### config.mk
export PLATFORM = sky130hd
export DESIGN_NAME = aha_axi_sram_bridge
export DESIGN_NICKNAME = d
export VERILOG_FILES = /design/src/rtl/aha_axi_sram_bridge.sv
export SDC_FILE = /design/constraint.sdc
export NUM_CORES = 1
export LEC_CHECK = 0
export CORE_MARGIN = 2
export CORE_UTILIZATION = 37
export CTS_BUF_LIST = sky130_fd_sc_hd__clkbuf_4 sky130_fd_sc_hd__clkbuf_8
export DETAILED_ROUTE_END_ITERATION = 12
export GPL_TIMING_DRIVEN = 0
export MAX_ROUTING_LAYER = met4
export SETUP_SLACK_MARGIN = 0.02
export SYNTH_ARGS = -nofsm -noshare
export SYNTH_HDL_FRONTEND = slang
export SYNTH_SLANG_ARGS = --single-unit
### constraint.sdc
create_clock -name ACLK -period 6.3 [get_ports ACLK]
set_clock_uncertainty 0.1 [all_clocks]
set_input_delay 1.26 -clock ACLK [delete_from_list [all_inputs] [get_ports ACLK]]
set_output_delay 1.26 -clock ACLK [all_outputs]
set_load 0.02 [all_outputs]
### src/rtl/aha_axi_sram_bridge.sv
// aha_axi_sram_bridge: AXI4 slave to single-port synchronous SRAM bridge.
// FIXED/INCR/WRAP bursts, fair AW/AR arbitration, read skid FIFO.
module aha_axi_sram_bridge #(
  parameter int DATA_WIDTH     = 64,
  parameter int ID_WIDTH       = 4,
  parameter int MEM_ADDR_WIDTH = 27,
  parameter int RD_LATENCY     = 1
) (
  input  logic                      ACLK,
  input  logic                      ARESETn,
  input  logic [ID_WIDTH-1:0]       S_AXI_AWID,
  input  logic [31:0]               S_AXI_AWADDR,
  input  logic [7:0]                S_AXI_AWLEN,
  input  logic [2:0]                S_AXI_AWSIZE,
  input  logic [1:0]                S_AXI_AWBURST,
  input  logic                      S_AXI_AWLOCK,
  input  logic [3:0]                S_AXI_AWCACHE,
  input  logic [2:0]                S_AXI_AWPROT,
  input  logic                      S_AXI_AWVALID,
  output logic                      S_AXI_AWREADY,
  input  logic [DATA_WIDTH-1:0]     S_AXI_WDATA,
  input  logic [DATA_WIDTH/8-1:0]   S_AXI_WSTRB,
  input  logic                      S_AXI_WLAST,
  input  logic                      S_AXI_WVALID,
  output logic                      S_AXI_WREADY,
  output logic [ID_WIDTH-1:0]       S_AXI_BID,
  output logic [1:0]                S_AXI_BRESP,
  output logic                      S_AXI_BVALID,
  input  logic                      S_AXI_BREADY,
  input  logic [ID_WIDTH-1:0]       S_AXI_ARID,
  input  logic [31:0]               S_AXI_ARADDR,
  input  logic [7:0]                S_AXI_ARLEN,
  input  logic [2:0]                S_AXI_ARSIZE,
  input  logic [1:0]                S_AXI_ARBURST,
  input  logic                      S_AXI_ARLOCK,
  input  logic [3:0]                S_AXI_ARCACHE,
  input  logic [2:0]                S_AXI_ARPROT,
  input  logic                      S_AXI_ARVALID,
  output logic                      S_AXI_ARREADY,
  output logic [ID_WIDTH-1:0]       S_AXI_RID,
  output logic [DATA_WIDTH-1:0]     S_AXI_RDATA,
  output logic [1:0]                S_AXI_RRESP,
  output logic                      S_AXI_RLAST,
  output logic                      S_AXI_RVALID,
  input  logic                      S_AXI_RREADY,
  output logic                      SRAM_CEn,
  output logic                      SRAM_WEn,
  output logic [MEM_ADDR_WIDTH-1:0] SRAM_ADDR,
  output logic [DATA_WIDTH-1:0]     SRAM_WDATA,
  output logic [DATA_WIDTH/8-1:0]   SRAM_WBEn,
  input  logic [DATA_WIDTH-1:0]     SRAM_RDATA
);
  localparam int LSB = $clog2(DATA_WIDTH/8);
  localparam int FD = RD_LATENCY + 2;
  localparam logic [3:0] FDEPTH = 4'(FD);
  localparam logic [2:0] PLAST = 3'(FD - 1);

  localparam logic [1:0] IDLE    = 2'd0;
  localparam logic [1:0] WR_DATA = 2'd1;
  localparam logic [1:0] WR_RESP = 2'd2;
  localparam logic [1:0] RD_RUN  = 2'd3;
  localparam logic [1:0] FIXED   = 2'd0;
  localparam logic [1:0] INCR    = 2'd1;
  localparam logic [1:0] WRAP    = 2'd2;
  localparam logic [1:0] OKAY    = 2'd0;
  localparam logic [1:0] SLVERR  = 2'd2;

  function automatic logic berr(logic [7:0] l, logic [2:0] s,
                                logic [1:0] b);
    logic wl;
    wl = (l == 8'd1) || (l == 8'd3) || (l == 8'd7) || (l == 8'd15);
    return (b == 2'b11) || (b == WRAP && !wl) || (s > 3'(LSB));
  endfunction

  function automatic logic [31:0] nxt(logic [31:0] a, logic [7:0] l,
                                      logic [2:0] s, logic [1:0] b);
    logic [31:0] inc, al, win, res;
    inc = 32'd1 << s;
    al = (a & ~(inc - 32'd1)) + inc;
    win = ({24'd0, l} + 32'd1) << s;
    res = a;
    if (b == INCR) res = al;
    else if (b == WRAP) res = (a & ~(win - 32'd1)) | (al & (win - 32'd1));
    return res;
  endfunction

  logic [1:0] state;
  logic last_wr;
  logic [ID_WIDTH-1:0] id;
  logic [31:0] addr;
  logic [7:0] len;
  logic [2:0] size;
  logic [1:0] burst;
  logic err, wr_bad;
  logic [8:0] icnt;
  logic [7:0] rcnt;

  logic aw_gnt, ar_gnt, idle;
  logic [ID_WIDTH-1:0] a_id;
  logic [31:0] a_addr;
  logic [7:0] a_len;
  logic [2:0] a_size;
  logic [1:0] a_burst;

  // Both valid: the channel that lost last time wins.
  assign aw_gnt = S_AXI_AWVALID && (!S_AXI_ARVALID || !last_wr);
  assign ar_gnt = S_AXI_ARVALID && !aw_gnt;
  assign idle = state == IDLE;
  assign a_id = aw_gnt ? S_AXI_AWID : S_AXI_ARID;
  assign a_addr = aw_gnt ? S_AXI_AWADDR : S_AXI_ARADDR;
  assign a_len = aw_gnt ? S_AXI_AWLEN : S_AXI_ARLEN;
  assign a_size = aw_gnt ? S_AXI_AWSIZE : S_AXI_ARSIZE;
  assign a_burst = aw_gnt ? S_AXI_AWBURST : S_AXI_ARBURST;

  assign S_AXI_AWREADY = ARESETn && idle && aw_gnt;
  assign S_AXI_ARREADY = ARESETn && idle && ar_gnt;
  assign S_AXI_WREADY = ARESETn && state == WR_DATA;
  assign S_AXI_BVALID = state == WR_RESP;
  assign S_AXI_BID = S_AXI_BVALID ? id : '0;
  assign S_AXI_BRESP = (S_AXI_BVALID && (err || wr_bad)) ? SLVERR : OKAY;

  logic [RD_LATENCY-1:0] vld;
  logic [3:0] occ, infl;
  logic [2:0] wp, rp;
  logic [DATA_WIDTH-1:0] fifo [0:7];
  logic rd_issue, push, pop, beat_last;

  always_comb begin
    infl = '0;
    for (int i = 0; i < RD_LATENCY; i++) infl = infl + 4'(vld[i]);
  end

  // Only issue what the FIFO is guaranteed to absorb.
  assign rd_issue = state == RD_RUN && icnt <= {1'b0, len}
                 && (occ + infl) < FDEPTH;
  assign push = vld[RD_LATENCY-1];
  assign pop = S_AXI_RVALID && S_AXI_RREADY;
  assign S_AXI_RVALID = occ != 4'd0;
  assign S_AXI_RDATA = S_AXI_RVALID ? fifo[rp] : '0;
  assign S_AXI_RID = S_AXI_RVALID ? id : '0;
  assign S_AXI_RRESP = (S_AXI_RVALID && err) ? SLVERR : OKAY;
  assign S_AXI_RLAST = S_AXI_RVALID && rcnt == len;
  assign beat_last = icnt == {1'b0, len};

  logic wr_hs, wr_acc, rd_acc;
  assign wr_hs = S_AXI_WREADY && S_AXI_WVALID;
  assign wr_acc = wr_hs && !err;
  assign rd_acc = rd_issue && !err;
  assign SRAM_CEn = !(wr_acc || rd_acc);
  assign SRAM_WEn = !wr_acc;
  assign SRAM_WBEn = wr_acc ? ~S_AXI_WSTRB : '1;
  assign SRAM_WDATA = wr_acc ? S_AXI_WDATA : '0;
  assign SRAM_ADDR = (wr_acc || rd_acc) ? addr[LSB +: MEM_ADDR_WIDTH] : '0;

  always_ff @(posedge ACLK or negedge ARESETn) begin
    if (!ARESETn) begin
      state <= IDLE;
      last_wr <= 1'b0;
      id <= '0;
      addr <= '0;
      len <= '0;
      size <= '0;
      burst <= '0;
      err <= 1'b0;
      wr_bad <= 1'b0;
      icnt <= '0;
      rcnt <= '0;
    end else begin
      unique case (state)
        IDLE: if (S_AXI_AWREADY || S_AXI_ARREADY) begin
          last_wr <= aw_gnt;
          id <= a_id;
          addr <= a_addr;
          len <= a_len;
          size <= a_size;
          burst <= a_burst;
          err <= berr(a_len, a_size, a_burst);
          wr_bad <= 1'b0;
          icnt <= '0;
          rcnt <= '0;
          state <= aw_gnt ? WR_DATA : RD_RUN;
        end
        WR_DATA: if (wr_hs) begin
          icnt <= icnt + 9'd1;
          addr <= nxt(addr, len, size, burst);
          if (S_AXI_WLAST != beat_last) wr_bad <= 1'b1;
          if (beat_last) state <= WR_RESP;
        end
        WR_RESP: if (S_AXI_BREADY) state <= IDLE;
        RD_RUN: begin
          if (rd_issue) begin
            icnt <= icnt + 9'd1;
            addr <= nxt(addr, len, size, burst);
          end
          if (pop) begin
            rcnt <= rcnt + 8'd1;
            if (S_AXI_RLAST) state <= IDLE;
          end
        end
        default: state <= IDLE;
      endcase
    end
  end

  always_ff @(posedge ACLK or negedge ARESETn) begin
    if (!ARESETn) begin
      vld <= '0;
      occ <= '0;
      wp <= '0;
      rp <= '0;
    end else begin
      vld <= (vld << 1) | RD_LATENCY'(rd_issue);
      if (push) wp <= (wp == PLAST) ? 3'd0 : wp + 3'd1;
      if (pop) rp <= (rp == PLAST) ? 3'd0 : rp + 3'd1;
      occ <= occ + 4'(push) - 4'(pop);
    end
  end

  // Error bursts still flow through the pipe so beat counts hold.
  always_ff @(posedge ACLK) begin
    if (push) fifo[wp] <= err ? '0 : SRAM_RDATA;
  end

  logic unused;
  assign unused = ^{S_AXI_AWLOCK, S_AXI_AWCACHE, S_AXI_AWPROT,
                    S_AXI_ARLOCK, S_AXI_ARCACHE, S_AXI_ARPROT};
endmodule

After elaboration in Yosys (flattened, before gate mapping)
Memories as Yosys holds them, arrays and structs flattened.
Cells that the tools add are included.
Widths: inputs -> output; s select.
- bits in registers: 82
- bits in writable memories: 512
- output and inout port bits: 183
- word-level logic and storage cells: 147
- memories kept: 1
- add/sub/neg operators: 10
- $lt $le $gt $ge: 3
- equality and inequality tests: 24
- shift operators: 2
- mux-type cells: 43
- bitwise operators: 7
- reductions and logical operators: 42
- memory list (memory ; depth ; width ; read ports ; clocked after Yosys merged registers in ; write ports ; line ; text):
    fifo ; 8 ; 64 ; 1 ; 0 ; 1 ; 125 ; logic [DATA_WIDTH-1:0] fifo [0:7];
- operators with widths (cell ; number):
    $mux 32 ; 6
    $mux 64 ; 3
    $and 32x32->32 ; 3
    $pmux 32 s3 ; 1
    $not 32->32 ; 2
    $sub 32x1->32 const B ; 2
    $add 32x32->32 ; 1
    $mux 8 ; 4
    $or 32x32->32 ; 1
    $shl 1x3->32 const A ; 1
    $shl 9x3->32 ; 1
    $mux 27 ; 1
    $mux 9 ; 3
    $pmux 9 s3 ; 1
    $mux 2 ; 10
    $logic_and 1x1->1 ; 16
    $pmux 8 s2 ; 1
    $mux 4 ; 3
    $eq 2x2->1 const B ; 5
    $ne 2x2->1 const B ; 5
    $add 8x1->9 const B ; 1
    $add 9x1->9 const B ; 1
    $eq 9x8->1 ; 1
    $le 9x8->1 ; 1
    other kinds (30) ; 57

Longest topological paths before layout
Gate-level depths: netlist (run 1).
- word-level depth: 12
- depth in mapped cells: 16

Least setup slack after synthesis (run 1)
Ideal clock, no wire load.
- path type: register to register
- start: reg wp[2]
- end: mem fifo[0][0] (enable)
- library setup time: 0.565 ns
- arrival: 4.943 ns
- required time: 5.635 ns
- path slack: 0.693 ns
- cell stages (with the launch flop): 3
- path buffers: 0
- period minus slack after synthesis: 5.607 ns
- cell sequence: dfrtp_1 > nand2b_1 > nor3_1
- RTL lines (item ; line ; text):
    start, declared ; 124 ; logic [2:0] wp, rp;
    start signal, assigned ; 213 ; if (push) wp <= (wp == PLAST) ? 3'd0 : wp + 3'd1;
    end, declared ; 125 ;
No word-level cell before the write port.

Final worst setup path (run 1)
- start: in ARESETn
- end: out SRAM_WDATA[26]
- longest elaborated chain between the ends: 4
- ends and longest elaborated chain (item ; line ; text):
    start, declared ; 10 ; input logic ARESETn,
    $logic_and 1x1->1 ; 117 ; assign S_AXI_WREADY = ARESETn && state == WR_DATA;
    $logic_and 1x1->1 ; 146 ; assign wr_hs = S_AXI_WREADY && S_AXI_WVALID;
    $logic_and 1x1->1 ; 147 ; assign wr_acc = wr_hs && !err;
    $mux 64 ; 152 ; assign SRAM_WDATA = wr_acc ? S_AXI_WDATA : '0;
    end, declared ; 49 ; output logic [DATA_WIDTH-1:0] SRAM_WDATA,
No other way between the ends.

==> key figures, run 1 <==
Worst setup path
  – Slowest cell on the critical path: nor2_1
  – CP Class: in -> out
  – CP bufs+invs: 4
  – Delay-heaviest family, CP: simple AND/OR/NAND/NOR gates
  – CP Cell Sequence: buf_4 -> buf_16 -> nand2_1 -> nor2_1 -> nand2_1 -> nor2_1 -> clkbuf_1 -> and2_1 -> clkdlybuf4s50_1
  – Crit path arrival time: 4.64 ns
  – Slowest stage delay, CP: 0.74 ns
  – Worst setup SP type: primary input
  – CP Capture Type: output port
  – Worst EP required: 4.94 ns
  – Crit-path max FO: 66

Routing
  – # DRC: 0
  – WL final: 82.3 mm
  – Wirelength per Cell: 23.5 um
  – Vias/cell: 5.31
  – Vias: 18500
  – Detailed Routing Iterations Pass 1: 6
  – DRT iter0 DRCs: 1441
  – ANT nets after route: 0

Clocking
  – Clk pin slew, worst setup/hold paths: 0.06 ns
  – Clk Latency, worst-skew pair: 0.70 ns
  – H-tree levels: 3
  – CTS tree: done
  – Setup Buffers After CTS: 0
  – CTS max path bufs: 3
  – CTS Sinks: 592
  – CTS Buf Count: 99
  – Root Driver: clkbuf_8

Floorplanning
  – Full die area: 76000 um2
  – I/O pins: 441
  – Initial Utilization: 0.374
  – Die Height: 276 um
  – Num rows: 99
  – Core Region: 73000 um2
  – Die X-Extent: 276 um

Final layout
  – Non-filler instance count after layout: 3494
  – Nets: 2735
  – Layout Utilization: 0.482
  – Layout cells sized above 1: 0.143
  – Fill cells: 6355
  – Layout area overhead: 28.8%

Power
  – Total power: 15100 uW
  – Clock power frac: 0.217
  – P_sw: 5870 uW
  – Leakage: 0.0122 uW
  – Combinational Power Share: 0.450
  – Switching share of power: 0.388
  – Internal power: 9250 uW
  – Peak VDD IR: 0.247 mV
  – Pwr per Cell Area: 430 nW/um2
  – Flop pwr share: 0.333

Timing
  – RSZ-0062 raised after global routing: no
  – Final setup vio count: 0
  – Headroom to the max-slew limit: 0.282
  – Max Fclk: 167 MHz
  – Tmin final: 6.00 ns
  – Max-slew violation count: 0
  – Crit share post-route: 0.953
  – Setup TNS: 0 ns
  – Worst-margin pin slew: 1.07 ns
  – Hold Vio Cnt, Final: 0

Placement
  – Routability cong.: 0.956
  – DP Wirelength: 59.2 mm
  – Placed Cells incl. Taps: 3315
  – I/O Buffers: 418

Yosys
  – Syn_area_per_cell: 14.3 um2
  – Share of the synthesized area in the top cell type: 0.563
  – Asr flop ratio synth: 0.135
  – Synthesized cell area: 27300 um2
  – Post-synth EDFFs: 512
  – Post-synthesis sequential area ratio: 0.636
  – Synth area leader: edfxtp_1
  – Synth warn: 0
  – Seq cells post-synth: 592
  – Ranking of synthesized cells by area: edfxtp_1, mux4_2, dfrtp_1, mux2i_1, nor2_1
  – Main synth FF type: edfxtp_1
  – Cell variety after synth: 86
  – Mapped Cells: 1905

Global route
  – Largest net degree at the start of global routing: 67
  – First-pass GRT wire length: 121 mm
  – Vias in the first global route: 19300
  – GRT Util Overall: 0.221
  – Global route overflow: 0
  – Initial antenna violation count: 3

Job
  – Max_cap viols: 0

Status
  – Status: complete, no violations

Worst hold path
  – Hold WC Path Type: in -> async
## registers in the layout (all words and copies together), names as in the netlist, named ones only
name and cells:
wr_bad 1, err 1, wp 3, occ 4
size 3, icnt 9, burst 2, push 1
rp 3, len 8, rcnt 8, fifo 512
id 4, state 2, last_wr 1
## layout by cell type, fill, tap and decap left out, types with 41 or more instances in the layout
cell,synthesis,routed
nor2_1,169,163
a21oi_1,51,51
clkbuf_8,0,100
dfrtp_1,80,80
and2_1,101,101
mux2i_1,81,81
nand2_1,151,151
edfxtp_1,512,512
mux4_2,128,128
o21ai_0,48,48
nor2b_1,71,71
clkdlybuf4s50_1,0,417
clkbuf_1,83,82
inv_1,41,41
## logic make-up (layout without fill, tap and decap cells)
| logic type | Yosys count | after routing | share of synthesized area |
|---|---|---|---|
| xor gates and xnor gates | 51 | 51 | 0.0169 |
| adders and majority gates | 21 | 21 | 0.00990 |
| buffers and inverters | 155 | 782 | 0.0221 |
| other | 1 | 4 | 0.000137 |
| AOI/OAI and AO/OA | 227 | 227 | 0.0584 |
| DFF | 592 | 592 | 0.636 |
| and+or+nand+nor | 644 | 644 | 0.119 |
| muxes | 214 | 214 | 0.137 |
## routing by layer
layer	vias up	GRT usage	routed length, um
met5	-	-	0
met4	0	0.0639	1900
met3	116	0.0380	5230
met2	742	0.371	41300
met1	9336	0.275	33800
li1	8353	-	-
## stage by stage
stage                     cell area, um2  hold slack (ns)  worst slack [ns]
after floorplan                    27300            0.355             0.693
after CTS                          35200            0.305             0.104
after global placement             32700            0.378             -4.15
after global routing               35200            0.351            0.0285
final                              35200            0.364             0.299
after detailed placement           33300            0.394             0.262
## final cells by class
type,count,area (um2),area share
well taps,959,1200,0.0341
flip-flops and latches,592,17400,0.494
inverters,41,154,0.00437
diodes,2,5.00,0.000142
plain buffers,113,453,0.0129
clock buffers,125,1560,0.0445
multi-input cells,1159,9390,0.267
clock inverters,53,334,0.00950
repair buffers,450,4700,0.134
## power by group through the flow
stage	registers, uW	logic (uW)	clock network [uW]
CTS	5010	6870	3360
global placement	5100	6740	0
finish	5030	6800	3280
floorplan	4990	4320	0
detailed placement	5090	6840	0
global route	5060	7350	3510
## synthesized netlist by cell type, types with 33 or more instances
master and instances:
xnor2_1 33, clkbuf_1 83, edfxtp_1 512, nor2b_1 71
nand2_1 151, inv_1 41, a21oi_1 51, o21ai_0 48
and2_1 101, mux4_2 128, dfrtp_1 80, nand3_1 35
mux2i_1 81, nor2_1 169
## path summary, 6_finish.rpt
path                                     start                   to  slack [ns]  cells past startpoint
min in group ACLK          last_wr$_DFFE_PN0P_  last_wr$_DFFE_PN0P_        0.40                      1
hold / removal                         ARESETn            async pin        0.36                      1
max in group asynchronous              ARESETn            async pin        5.07                      2
setup reg to reg           size[2]$_DFFE_PN0P_                 flop        1.32                     13
setup / recovery                       ARESETn       SRAM_WDATA[26]        0.30                      9
hold reg to reg            last_wr$_DFFE_PN0P_  last_wr$_DFFE_PN0P_        0.40                      1
## what timing repair did
action,4_1_cts,5_1_grt
hold buffers,0,0
setup endpoints to repair,0,20
gates resized for setup,0,1
Note: power is estimated with default switching activity, not from simulation.
==> run 2: changes to the inputs <==
- MAX_ROUTING_LAYER: met4 -> default
==> run 2 against run 1 <==
  * Maximum frequency rose by 0.29%
  * Sequential share of layout area barely moved
  * Critical path type is now reg -> out
  * Power barely moved
  * Critical path depth rose by 2
  * Setup slack improved by 0.017 ns
  * Highest routed layer is now met5
  * Final cell count barely moved
  * Via count fell by 0.58%
  * Clock power barely moved
  * Clock-buffer cell count rose by 6
  * Routed wire length fell by 0.34%
  * Sequential power barely moved
  * Register-to-register slack got worse by 0.04 ns
==> key figures, run 2 (synthesis results as in run 1) <==
Status
  – Status: complete, no violations

Timing
  – Max Fclk: 167 MHz
  – Hold Vio Cnt, Final: 0
  – Tmin final: 5.98 ns
  – RSZ-0062 raised after global routing: no
  – Hold Slack: 0.357 ns
  – Worst-margin pin slew: 0.992 ns
  – Final setup vio count: 0
  – Headroom to the max-slew limit: 0.339
  – Max-slew violation count: 0
  – Crit share post-route: 0.950

Final layout
  – Layout area overhead: 28.8%
  – Commonest non-fill, non-tap cell in the layout: edfxtp_1
  – Fill cells: 6343
  – Diode count: 0
  – Cell area after layout: 35200 um2
  – Biggest register: fifo
  – Top Registers: fifo: 512 flops, icnt: 9 flops
  – Commonest cells after routing, fill and taps aside: edfxtp_1, clkdlybuf4s50_1, nor2_1
  – Layout cells sized above 1: 0.143
  – Nets: 2733
  – Largest register FFs: 512

Worst setup path
  – RR Startpoint: size[2]$_DFFE_PN0P_
  – Crit-path max FO: 10
  – R2R cell count: 13
  – Worst EP required: 4.94 ns
  – CP Class: reg -> out
  – Worst setup SP type: flop
  – Reg2reg setup slack: 1.28 ns
  – Crit path arrival time: 4.62 ns
  – CP Capture Type: output port

Floorplanning
  – Num rows: 99
  – Die X-Extent: 276 um
  – Core Region: 73000 um2
  – Initial Utilization: 0.374
  – I/O pins: 441
  – Die Height: 276 um
  – Full die area: 76000 um2

Power
  – Internal power: 9260 uW
  – Flop pwr share: 0.333
  – Clock power frac: 0.218
  – Combinational Power Share: 0.449
  – Pwr per Cell Area: 429 nW/um2
  – Switching share of power: 0.387
  – P_sw: 5840 uW
  – Peak VDD IR: 0.250 mV
  – Leakage: 0.0122 uW

Clocking
  – Clk Latency, worst-skew pair: 0.70 ns
  – CTS Buf Count: 97
  – CTS max path bufs: 3
  – CTS tree: done
  – Clk pin slew, worst setup/hold paths: 0.06 ns
  – CTS Sinks: 592
  – H-tree levels: 3
  – Root Driver: clkbuf_8

Global route
  – Global route overflow: 0
  – First-pass GRT wire length: 120 mm
  – Vias in the first global route: 19100
  – Initial antenna violation count: 2
  – Largest net degree at the start of global routing: 68
  – GRT Util Overall: 0.213

Routing
  – Detailed Routing Iterations Pass 1: 7
  – Wirelength per Cell: 23.5 um
  – # DRC: 0
  – Vias: 18400
  – Vias/cell: 5.28
  – WL final: 82.0 mm
  – ANT nets after route: 0
  – DRT iter0 DRCs: 1505

Placement
  – Routability cong.: 0.912
  – DP Wirelength: 59.1 mm
  – I/O Buffers: 418
  – Post-Place Cell Area: 33300 um2

Job
  – Max_cap viols: 0

Worst hold path
  – Hold WC Path Type: in -> async
## run 2: cell types whose count changed in the layout (fill, tap and decap cells not counted), moves of 2 or more
cell,change
clkbuf_8,-3
clkinv_2,-9
buf_8,-3
clkinv_1,+2
buf_6,+2
diode_2,-2
clkbuf_4,+9
## run 2: worst max-delay path by stage
stage	start	to	slack, ns	cells after the start
4_1_cts	len[6]$_DFFE_PN0P_	SRAM_ADDR[14]	0.18	12
5_1_grt	rp[0]$_DFFE_PN0P_	S_AXI_RDATA[10]	0.06	7
3_3_place_gp	push$_DFF_PN0_	fifo[4][23]$_DFFE_PP_	-4.14	2
6_report	len[6]$_DFFE_PN0P_	SRAM_ADDR[14]	0.32	11
2_1_floorplan	wp[2]$_DFFE_PN0P_	fifo[0][0]$_DFFE_PP_	0.69	2
3_5_place_dp	ARESETn	SRAM_WDATA[62]	0.23	9
## run 2: stage by stage
stage               setup WS [ns]  utilization  std cells  power [uW]  TNS [ns]
floorplan                   0.693            -       1906        9310         0
global placement            -4.14        0.448       3283       11800  -1030.75
detailed placement          0.231        0.456       3315       11900         0
CTS                         0.178        0.482       3493       15200         0
global route               0.0582        0.482       3492       15900         0
finish                      0.316        0.482       3492       15100         0
## run 2: power groups by stage
| stage | Combinational (uW) | Clock (uW) | Sequential [uW] |
|---|---|---|---|
| after floorplan | 4320 | 0 | 4990 |
| after global placement | 6730 | 0 | 5100 |
| after detailed placement | 6820 | 0 | 5090 |
| after CTS | 6850 | 3370 | 5010 |
| after global routing | 7340 | 3540 | 5070 |
| final | 6780 | 3290 | 5030 |
## run 2: cell type report
class	instances	area, um2	share of cell area
inverter	41	154	0.00437
buffer	113	448	0.0127
timing repair buffer	450	4710	0.134
tap	959	1200	0.0341
multi-input combinational	1159	9390	0.267
clock buffer	131	1590	0.0452
sequential	592	17400	0.494
clock inverter	47	312	0.00886
## run 2: critical path, stage by stage (launching register included)
cell             delay (ns)
dfrtp_1                0.64
inv_1                  0.28
ha_1                   0.29
a2111oi_0              0.46
nand4_1                0.16
a31o_2                 0.29
inv_1                  0.08
a21oi_1                0.09
nor2_1                 0.35
clkbuf_1               0.32
and2_1                 0.31
clkdlybuf4s50_1        0.66
## run 2: per-layer routing
layer / GRT usage / vias up / wire length [um]
met3: 0.0380 / 108 / 4870
li1: - / 8356 / -
met1: 0.275 / 9264 / 34100
met5: 0 / - / 27
met2: 0.368 / 707 / 41200
met4: 0.0619 / 4 / 1800
## run 2: timing repair
item,4_1_cts,5_1_grt
setup buffers,0,0
resized for setup,0,2
hold buffers,0,0
endpoints found under the setup margin,0,17
==> run 3: changes to the inputs <==
- ABC_AREA: default -> 1
- MAX_ROUTING_LAYER: default -> met4
==> run 3 against run 2 <==
  * Maximum frequency shrank 0.17%
  * Clock power is 6.4% higher
  * Routed wire length is 14% higher
  * Synthesized cell count is 51% higher
  * Worst hold slack improved by 0.0012 ns
==> key figures, run 3 <==
Worst setup path
  – Crit path arrival time: 4.63 ns
  – Worst setup SP type: flop
  – Slowest cell on the critical path: clkdlybuf4s50_1
  – Reg2reg setup slack: 2.92 ns
  – Worst EP required: 4.94 ns
  – CP Cell Sequence: buf_2 -> inv_2 -> clkbuf_1 -> clkbuf_2 -> buf_1 -> nand3_1 -> a31oi_1 -> clkdlybuf4s50_1
  – CP Capture Type: output port
  – Slowest stage delay, CP: 0.73 ns
  – Delay-heaviest family, CP: buffers and inverters
  – R2R cell count: 20
  – CP Class: reg -> out
  – RR Startpoint: size[0]$_DFFE_PN0P_
  – Crit-path max FO: 10
  – CP bufs+invs: 6

Routing
  – Vias/cell: 5.17
  – WL final: 93.6 mm
  – Vias: 23200
  – Detailed Routing Iterations Pass 1: 5
  – DRT iter0 DRCs: 2057
  – # DRC: 0
  – Wirelength per Cell: 20.8 um
  – ANT nets after route: 0

Timing
  – Max Fclk: 167 MHz
  – RSZ-0062 raised after global routing: no
  – Setup TNS: 0 ns
  – Tmin final: 5.99 ns
  – Worst-margin pin slew: 1.19 ns
  – Crit share post-route: 0.951
  – Final setup vio count: 0
  – Hold Vio Cnt, Final: 0
  – Hold Slack: 0.358 ns
  – Headroom to the max-slew limit: 0.197
  – Worst Setup Slack, final: 0.306 ns
  – Max-slew violation count: 0

Placement
  – Post-Place Cell Area: 34200 um2
  – DP Wirelength: 66.8 mm
  – Place WS: -0.307 ns
  – Placed Cells incl. Taps: 4313
  – I/O Buffers: 418
  – Routability cong.: 0.930

Job
  – Max_cap viols: 0

Clocking
  – Root Driver: clkbuf_8
  – CTS tree: done
  – CTS Buf Count: 99
  – Clk Latency, worst-skew pair: 0.73 ns
  – CTS max path bufs: 3
  – H-tree levels: 3
  – CTS Sinks: 592
  – Clk pin slew, worst setup/hold paths: 0.07 ns

Yosys
  – Most common cell in the netlist: edfxtp_1
  – Seq cells post-synth: 592
  – Synth area leader: edfxtp_1
  – Mapped Cells: 2879
  – Synth warn: 0
  – Synthesized cell area: 28200 um2
  – Ranking of synthesized cells by area: edfxtp_1, dfrtp_1, nor2_1, nand2_1, o21ai_0
  – Post-synth top cells: edfxtp_1, nor2_1, nand2_1
  – Asr flop ratio synth: 0.135
  – Main synth FF type: edfxtp_1
  – Share of the synthesized area in the top cell type: 0.545
  – Post-synth EDFFs: 512
  – Cell variety after synth: 55
  – Syn_area_per_cell: 9.79 um2
  – Post-synthesis sequential area ratio: 0.616

Final layout
  – Largest register FFs: 512
  – Commonest cells after routing, fill and taps aside: edfxtp_1, nor2_1, clkdlybuf4s50_1
  – Biggest register: fifo
  – Non-filler instance count after layout: 4495
  – Nets: 3715
  – Commonest non-fill, non-tap cell in the layout: edfxtp_1
  – Layout cells sized above 1: 0.0933
  – Layout area overhead: 28.6%
  – Cell area after layout: 36300 um2
  – Top Registers: fifo: 512 flops, icnt: 9 flops

Floorplanning
  – Die Height: 280 um
  – Die X-Extent: 280 um
  – Initial Utilization: 0.372
  – I/O pins: 441
  – Num rows: 101
  – Core Region: 75700 um2
  – Full die area: 78400 um2

Status
  – Status: complete, no violations

Global route
  – Largest net degree at the start of global routing: 42
  – Met2 usage: 0.393
  – Vias in the first global route: 22600
  – Met1 usage: 0.309
  – Global route overflow: 0
  – GRT Util Overall: 0.240
  – Initial antenna violation count: 2
  – Busiest layer in global routing: met2
  – First-pass GRT wire length: 138 mm
  – Met3 Use GR: 0.0377

Power
  – Peak VDD IR: 0.360 mV
  – Flop pwr share: 0.306
  – P_sw: 7250 uW
  – Internal power: 9230 uW
  – Switching share of power: 0.440
  – Clock power frac: 0.212
  – Combinational Power Share: 0.482
  – Pwr per Cell Area: 454 nW/um2
  – Leakage: 0.0137 uW

Worst hold path
  – Hold WC Path Type: in -> async
-- run 3: cell count changes in the layout (fill, tap and decap cells not counted), moves of 29 or more --
cell / previous run / this run
nand3_1: 35 / 228
nand2_1: 151 / 414
o211ai_1: 14 / 62
nor2b_1: 71 / 0
o21ai_0: 48 / 252
a21oi_1: 51 / 111
a31oi_1: 21 / 54
xnor2_1: 33 / 4
nor2_1: 163 / 492
inv_1: 41 / 258
clkbuf_1: 82 / 125
mux4_2: 128 / 0
mux2i_1: 81 / 2
and2_1: 101 / 0
-- run 3: logic make-up after synthesis --
group	after synthesis	synth area share
buffers and inverters	435	0.0601
AND/OR/NAND/NOR	1270	0.197
XOR/XNOR	26	0.00808
multiplexers	2	0.000710
AO/OA/AOI/OAI	532	0.108
other	1	0.000133
adder cells (fa/ha/maj)	21	0.00959
flip-flops	592	0.616
-- run 3: how the worst max path moves through the flow --
| stage | startpoint | endpoint | slack [ns] | cells after the start |
|---|---|---|---|---|
| 6_report | rp[0]$_DFFE_PN0P_ | S_AXI_RDATA[58] | 0.31 | 8 |
| 5_1_grt | ARESETn | SRAM_WDATA[18] | 0.16 | 11 |
| 4_1_cts | ARESETn | SRAM_WDATA[49] | 0.04 | 11 |
| 3_5_place_dp | ARESETn | SRAM_WDATA[49] | -0.31 | 11 |
| 3_3_place_gp | push$_DFF_PN0_ | fifo[4][30]$_DFFE_PP_ | -3.76 | 4 |
| 2_1_floorplan | push$_DFF_PN0_ | fifo[6][0]$_DFFE_PP_ | 0.67 | 4 |
-- run 3: power groups by stage --
stage | sequential, uW | clock (uW) | combinational [uW]
finish | 5040 | 3500 | 7940
global route | 5070 | 3700 | 8630
CTS | 5040 | 3530 | 7940
detailed placement | 5110 | 0 | 7900
global placement | 5120 | 0 | 7850
floorplan | 5020 | 0 | 4710
-- run 3: routing by layer --
metal	wire (um)	vias to the layer above
li1	-	11000
met1	39600	11100
met2	45100	911
met3	6670	152
met4	2240	0
met5	0	-
-- run 3: layout make-up --
| cell class | count | area [um2] |
|---|---|---|
| antenna | 2 | 5.00 |
| multi-input combinational | 1853 | 9180 |
| inverter | 274 | 1040 |
| tap | 978 | 1220 |
| sequential | 592 | 17400 |
| clock buffer | 144 | 1730 |
| fill | 7136 | 39400 |
| buffer | 161 | 657 |
| timing repair buffer | 455 | 4770 |
| clock inverter | 36 | 278 |
-- run 3: worst reg2reg max path, delay by kind of cell (launching register included) --
family / cells / cell delay (ns)
simple gates: 7 / 0.80
flops: 1 / 0.32
compound gates: 3 / 0.51
xor+xnor: 1 / 0.15
buf+inv: 7 / 0.81
fa+ha+maj: 2 / 0.60
-- run 3: per-stage QoR --
stage / utilization / power, uW
detailed placement: 0.452 / 13000
floorplan: - / 9740
finish: 0.479 / 16500
global placement: 0.444 / 13000
CTS: 0.479 / 16500
global route: 0.479 / 17400
-- run 3: repair_timing --
item,CTS,global route
cloned,0,0
gates resized for setup,1,4
endpoints found under the setup margin,71,64
buffers inserted,0,0
hold endpoints to repair,0,0
hold buffers,0,0
